## config.mk

```make
export PLATFORM = sky130hd
export DESIGN_NAME = program_loader
export DESIGN_NICKNAME = d
export VERILOG_FILES = /design/src/rtl/program_loader.sv
export SDC_FILE = /design/constraint.sdc
export NUM_CORES = 1
export LEC_CHECK = 0
export CORE_MARGIN = 3
export CORE_UTILIZATION = 35
export DETAILED_ROUTE_END_ITERATION = 6
export SKIP_CTS_REPAIR_TIMING = 1
export SLEW_MARGIN = 20
export SYNTH_ARGS = -nofsm -noshare
export SYNTH_HDL_FRONTEND = slang
export SYNTH_SLANG_ARGS = --single-unit
export TNS_END_PERCENT = 100
```

## constraint.sdc

```tcl
create_clock -name clk -period 3.2 [get_ports clk]
set_clock_uncertainty 0.05 [all_clocks]
set_input_delay 0.96 -clock clk [delete_from_list [all_inputs] [get_ports clk]]
set_output_delay 0.96 -clock clk [all_outputs]
set_load 0.05 [all_outputs]
```

## src/rtl/program_loader.sv

```systemverilog
// Byte-stream program loader: 4-byte LE word count, N LE instruction words, then PC reset and run.
// Optional checksum byte after the payload when LOADER_CHECKSUM_EN is defined.
module program_loader #(
  parameter int MAX_WORDS = 64
) (
  input  logic        clk,
  input  logic        rst,
  input  logic        start,
  input  logic        byte_valid,
  input  logic [7:0]  byte_data,
  output logic        byte_ready,
  output logic        ld_en,
  output logic [31:0] Load_data,
  output logic        rst_counter,
  output logic        rd_en,
  output logic        busy,
  output logic        done,
  output logic        error
);

  localparam logic [31:0] MAX_N = 32'(MAX_WORDS);

  typedef enum logic [2:0] {
    S_IDLE,
    S_HDR,
    S_PRE,
    S_LOAD,
`ifdef LOADER_CHECKSUM_EN
    S_CHK,
`endif
    S_POST,
    S_RUN,
    S_ERR
  } state_t;

  state_t      state;
  state_t      state_nxt;

  logic [1:0]  byte_idx;
  logic [23:0] byte_acc;
  logic [15:0] word_num;
  logic [15:0] word_cnt;
  logic        ld_pend;

  logic        byte_xfer;
  logic        load_start;
  logic        hdr_last;
  logic        hdr_bad;
  logic        word_done;
  logic        last_word;
  logic [31:0] asm_word;

`ifdef LOADER_CHECKSUM_EN
  logic [7:0]  csum;
`endif

  // Bytes arrive LSB first, so each new byte enters at the top of the accumulator.
  assign asm_word   = {byte_data, byte_acc};
  assign byte_xfer  = byte_valid && byte_ready;
  assign load_start = start && (state == S_IDLE || state == S_RUN || state == S_ERR);
  assign hdr_last   = (state == S_HDR) && byte_xfer && (byte_idx == 2'd3);
  assign hdr_bad    = (asm_word == 32'd0) || (asm_word > MAX_N);
  assign word_done  = (state == S_LOAD) && byte_xfer && (byte_idx == 2'd3);
  assign last_word  = ld_en && ((word_cnt + 16'd1) == word_num);

  always_ff @(posedge clk or posedge rst) begin
    if (rst) begin
      state <= S_IDLE;
    end else begin
      state <= state_nxt;
    end
  end

  always_comb begin
    state_nxt   = state;
    byte_ready  = 1'b0;
    ld_en       = 1'b0;
    rst_counter = 1'b0;
    rd_en       = 1'b0;
    busy        = 1'b0;
    done        = 1'b0;
    error       = 1'b0;
    case (state)
      S_IDLE: begin
        if (start) state_nxt = S_HDR;
      end
      S_HDR: begin
        busy       = 1'b1;
        byte_ready = 1'b1;
        if (hdr_last) state_nxt = hdr_bad ? S_ERR : S_PRE;
      end
      S_PRE: begin
        busy        = 1'b1;
        rst_counter = 1'b1;
        state_nxt   = S_LOAD;
      end
      S_LOAD: begin
        busy       = 1'b1;
        ld_en      = ld_pend;
        byte_ready = !ld_pend;
        if (last_word) begin
`ifdef LOADER_CHECKSUM_EN
          state_nxt = S_CHK;
`else
          state_nxt = S_POST;
`endif
        end
      end
`ifdef LOADER_CHECKSUM_EN
      S_CHK: begin
        busy       = 1'b1;
        byte_ready = 1'b1;
        if (byte_xfer) state_nxt = (byte_data == csum) ? S_POST : S_ERR;
      end
`endif
      S_POST: begin
        busy        = 1'b1;
        rst_counter = 1'b1;
        state_nxt   = S_RUN;
      end
      S_RUN: begin
        done  = 1'b1;
        rd_en = 1'b1;
        if (start) state_nxt = S_HDR;
      end
      S_ERR: begin
        error = 1'b1;
        if (start) state_nxt = S_HDR;
      end
      default: state_nxt = S_IDLE;
    endcase
  end

  // ld_pend marks the one cycle after a word completes; it also blocks byte intake that cycle.
  always_ff @(posedge clk or posedge rst) begin
    if (rst) begin
      byte_idx  <= '0;
      byte_acc  <= '0;
      word_num  <= '0;
      word_cnt  <= '0;
      ld_pend   <= 1'b0;
      Load_data <= '0;
    end else begin
      if (load_start) begin
        byte_idx <= '0;
        word_cnt <= '0;
        ld_pend  <= 1'b0;
      end
      if (byte_xfer && (state == S_HDR || state == S_LOAD)) begin
        byte_idx <= byte_idx + 2'd1;
        byte_acc <= {byte_data, byte_acc[23:8]};
      end
      if (hdr_last) begin
        word_num <= asm_word[15:0];
      end
      if (word_done) begin
        Load_data <= asm_word;
        ld_pend   <= 1'b1;
      end
      if (ld_en) begin
        ld_pend  <= 1'b0;
        word_cnt <= word_cnt + 16'd1;
      end
    end
  end

`ifdef LOADER_CHECKSUM_EN
  always_ff @(posedge clk or posedge rst) begin
    if (rst) begin
      csum <= '0;
    end else if (load_start) begin
      csum <= '0;
    end else if ((state == S_LOAD) && byte_xfer) begin
      csum <= csum + byte_data;
    end
  end
`endif

endmodule
```

# [Yosys cells after proc, flatten, opt, wreduce, memory -nomap -nowiden]
# Index checks and enable logic that the tools add are counted.
[word_totals] regBits=94 wordCells=61 output_inout_bits=39 in_bits=12
[classes] order_cmp=1 n_reduce_logical=22 n_eq_ne=11 addsub=2 muxes=18
[op_table] operator="$gt 32x7->1 const B" n=1
[op_table] operator="$logic_not 32->1" n=1
[op_table] operator="$mux 16" n=2
[op_table] operator="$add 16x1->16 const B" n=1
[op_table] operator="$eq 16x16->1" n=1
[op_table] operator="$pmux 3 s5" n=1
[op_table] operator="$mux 3" n=4
[op_table] operator="$eq 3x3->1 const B" n=3
[op_table] operator="$logic_and 1x1->1" n=8
[op_table] operator="$mux 1" n=8
[op_table] operator="$eq 3x2->1 const B" n=2
[op_table] operator="$logic_or 1x1->1" n=4
[op_table] operator="$mux 2" n=2
[op_table] operator="$ne 2x2->1 const B" n=2
[op_table] operator="$reduce_bool 2->1" n=2
[op_table] operator="$reduce_or 4->1" n=1
[op_table] operator="$eq 3x1->1 const B" n=1
[op_table] operator="$logic_not 3->1" n=1
[op_table] operator="$reduce_and 3->1" n=1
[op_table] operator="$reduce_bool 3->1" n=1
[op_table] operator="$reduce_or 3->1" n=1
[op_table] operator="$add 2x1->2 const B" n=1
[op_table] operator="$eq 2x2->1 const B" n=1
[op_table] operator="$ne 2x1->1 const B" n=1
[op_table] operator="3 further kinds" n=3

# [Depth between registers and ports, before layout]
[logic_depth] word_depth=7 depth_mapped=8 mapped_depth_nobuf=7

# [Least setup slack after synthesis]
# No wires, ideal clock.
[synth_path] path_type="register to output" start="register state[0]" end="output busy" path_stages_with_launch=4 required_time_ns=2.190 path_buffers=1 t_arrival_ns=1.634 path_slack_ns=0.556 cell_sequence="dfrtp_1 -> clkbuf_1 -> nor2_1 -> xnor2_1"
[synth_via] elab_chain_cells=3 word_cells_on_any_way=6 classes_between="eq/ne: 4; mux: 1; reduce/logical: 1"
[synth_rtl] element="start: declaration" line="36" source="state_t state;"
[synth_rtl] element="start signal: assignment" line="70" source="state <= state_nxt;"
[synth_rtl] element="$eq 3x2->1 (tied with other cells)" line="83" source="case (state)"
[synth_rtl] element="$reduce_or 4->1 (no line) *"
[synth_rtl] element="$mux 1 *" line="83"
[synth_rtl] element="end: declaration" line="16" source="output logic busy,"
# Every way passes the cells marked *; elsewhere a longest branch is shown, timed or not.

# [Worst setup path in the final report]
[layout_path] start="register state[1]" end="output error"
[layout_via] elab_chain_cells=2
[layout_rtl] element="$eq 3x3->1" line="83"
[layout_rtl] element="$mux 1" line="83"
[layout_rtl] element="end: declaration" line="18" source="output logic error"
# Every way passes these cells.

==> impl_metrics.py <==
metrics = {
    "critical_path": {
        "crit_path_end_kind": "output port",
        "cp_max_fo": 15,
        "critPathLaunchType": "flip-flop",
        "arrival_ns": 2.06,
        "cp.required_ns": 2.19,
        "crit_type": "flip-flop to output port",
    },
    "clock_tree": {
        "cts_buffers": 9,
        "htree_levels": 3,
        "tritoncts": "built",
        "root_buffer": "clkbuf_16",
        "cts.sinks": 94,
        "worstSkewPairLatency_ns": 0.34,
        "clockBufferDepth": 2,
        "cts.clk_slew.worst_paths_ns": 0.06,
    },
    "logic_synthesis": {
        "avgSynthCellArea_sq_um": 11.8,
        "yosysWarnings": 0,
        "synth-edff-count": 0,
        "seq_area_frac_synth": 0.512,
        "synthesis.area_sq_mm": 0.00459,
        "synth-main-ff-cell": "dfrtp_1",
        "synth-seq-cells": 94,
        "synth_async_sr_flop_share": 1.00,
        "yosys.cell_types.count": 58,
        "synthCells": 390,
        "synth_nets": 404,
    },
    "run": {
        "cap_violations": 0,
    },
    "timing": {
        "tightestPinTransition_ns": 0.879,
        "maxSlewViolCount": 0,
        "hold_violations": 0,
        "setup_tns_ns": 0,
        "fmax_mhz": 325,
        "hold_slack_ns": 0.455,
        "rsz0062_at_grt": "false",
        "fin_crit_sh": 0.961,
        "fin_ws_ns": 0.125,
        "relSlewSlack": 0.412,
        "setup_viol_count_final": 0,
        "fin_crit_ns": 3.07,
    },
    "global_route": {
        "grt_max_degree": 95,
        "track_usage": 0.143,
        "antenna_found_initial": 0,
        "grt_pass1_vias": 3201,
        "overflow": 0,
        "grt_pass1_wl_um": 16800,
    },
    "worst_hold_path": {
        "hold_path_class": "flip-flop to flip-flop",
    },
    "drt": {
        "viasPerCell": 5.19,
        "num_vias": 3176,
        "routed_wl_um": 9690,
        "drc": 0,
        "drt_first_pass_iters": 4,
        "drtIter0Drc": 176,
        "detail_route.wl_per_cell_um": 15.8,
        "ant_nets": 0,
    },
    "final_layout": {
        "final_util": 0.436,
        "final_common_cell": "dfrtp_1",
        "drive_above_1_share": 0.259,
        "fill_cells": 1235,
        "diodes": 0,
        "nets": 449,
        "area_growth_syn_to_layout_pct": 20.8,
        "instances_no_fill": 612,
        "mostFrequentLayoutCells": "dfrtp_1, mux2_2, clkdlybuf4s50_1",
        "final_area_sq_mm": 0.00555,
    },
    "floorplanning": {
        "die_h_um": 121,
        "dieArea_sq_mm": 0.0145,
        "coreArea_sq_mm": 0.0127,
        "io_pins": 51,
        "rows": 41,
        "die_w_um": 121,
        "start_util": 0.361,
    },
    "power": {
        "power_leakage_nw": 2.30,
        "power_density_mw_per_mm2": 1130,
        "ir_drop_uv": 679,
        "total_power_mw": 6.25,
    },
    "place": {
        "port_buffers": 50,
        "place.detailed.instances": 596,
        "place.gp.congestion": 0.906,
        "hpwl_um": 6720,
        "preCtsSetupSlack_ns": 0.218,
        "placed_area_sq_mm": 0.00526,
    },
    "outcome": {
        "status": "complete, no violations",
    },
}
layer usage:
metal  GRT usage  part of all wire  vias to the layer above
met5           0                 0                        -
met4      0.0524             0.017                        0
met3      0.0351             0.050                       14
met2       0.219              0.46                       76
met1       0.198              0.47                     1560
li1            -                 -                     1526
where the power goes:
part,switching [mW],total [mW],leakage (nW),internal [mW]
registers,0.631,2.36,1.18,1.73
logic,1.60,2.88,0.989,1.28
clock network,0.475,1.01,0.133,0.535
total,2.70,6.25,2.30,3.55
layout make-up:
type	count	area (sq um)	share of cell area
Timing Repair Buffer	57	591	0.106
Multi-Input combinational cell	269	2090	0.377
Sequential cell	94	2350	0.424
Clock inverter	7	55.1	0.00992
Inverter	4	18.8	0.00338
Tap cell	172	215	0.0388
Clock buffer	9	225	0.0406
flip-flops by register name, summed over array words and instances, names as in the netlist:
signal / count
Load_data: 32
byte_acc: 24
byte_idx: 2
ld_pend: 1
state: 3
word_cnt: 16
word_num: 16
worst max-delay path, cell delays in order (launching register included):
cell and delay (ns):
dfrtp_1 0.65, nand3b_1 0.17, inv_1 0.10, clkdlybuf4s50_1 0.80
synthesized netlist by cell type, types with 2 or more instances:
library cell / instances / share of area
nand2b_1: 5 / 0.0068
xnor2_1: 14 / 0.027
nor4_1: 6 / 0.0082
nand2_1: 24 / 0.020
nand3_1: 7 / 0.0076
nor2_1: 20 / 0.016
o21ai_0: 20 / 0.022
nor3_1: 6 / 0.0065
nand4_1: 10 / 0.014
and2_1: 2 / 0.0027
xor2_1: 10 / 0.019
o211a_1: 2 / 0.0044
buf_6: 2 / 0.0049
or3_1: 3 / 0.0041
and3_1: 2 / 0.0027
clkbuf_1: 5 / 0.0041
o31ai_1: 8 / 0.013
inv_1: 3 / 0.0025
nand3_2: 2 / 0.0044
nand3b_1: 4 / 0.0065
dfrtp_1: 94 / 0.51
a31oi_1: 2 / 0.0027
buf_4: 4 / 0.0065
o21ai_1: 6 / 0.0065
mux2_2: 72 / 0.18
nor3_2: 3 / 0.0065
o41ai_1: 2 / 0.0038
ha_1: 2 / 0.0054
a21oi_1: 11 / 0.012
buf_2: 10 / 0.011
and4_4: 2 / 0.0049
worst paths after layout:
| kind | startpoint | endpoint | slack, ns | cells past startpoint |
|---|---|---|---|---|
| setup / recovery | state[1]$_DFFE_PP0P_ | error | 0.13 | 3 |
| hold / removal | byte_idx[0]$_DFFE_PP0P_ | byte_idx[0]$_DFFE_PP0P_ | 0.46 | 1 |
| setup reg to reg | word_cnt[0]$_DFFE_PP0P_ | state[1]$_DFFE_PP0P_ | 0.78 | 6 |
| hold reg to reg | byte_idx[0]$_DFFE_PP0P_ | byte_idx[0]$_DFFE_PP0P_ | 0.46 | 1 |
| max in group asynchronous | rst | byte_acc[20]$_DFFE_PP0P_ | 1.62 | 3 |
| min in group asynchronous | rst | Load_data[12]$_DFFE_PP0P_ | 1.02 | 3 |
cell families (layout without fill, tap and decap cells):
kind of cell / count (synthesis) / in the layout / share of synthesized area
AOI/OAI and AO/OA: 64 / 64 / 0.0910
and+or+nand+nor: 106 / 106 / 0.133
xor gates and xnor gates: 24 / 24 / 0.0458
muxes: 73 / 73 / 0.179
adders and majority gates: 2 / 2 / 0.00545
DFF: 94 / 94 / 0.512
buffers and inverters: 27 / 77 / 0.0343
(Power assumes the default switching activity.)
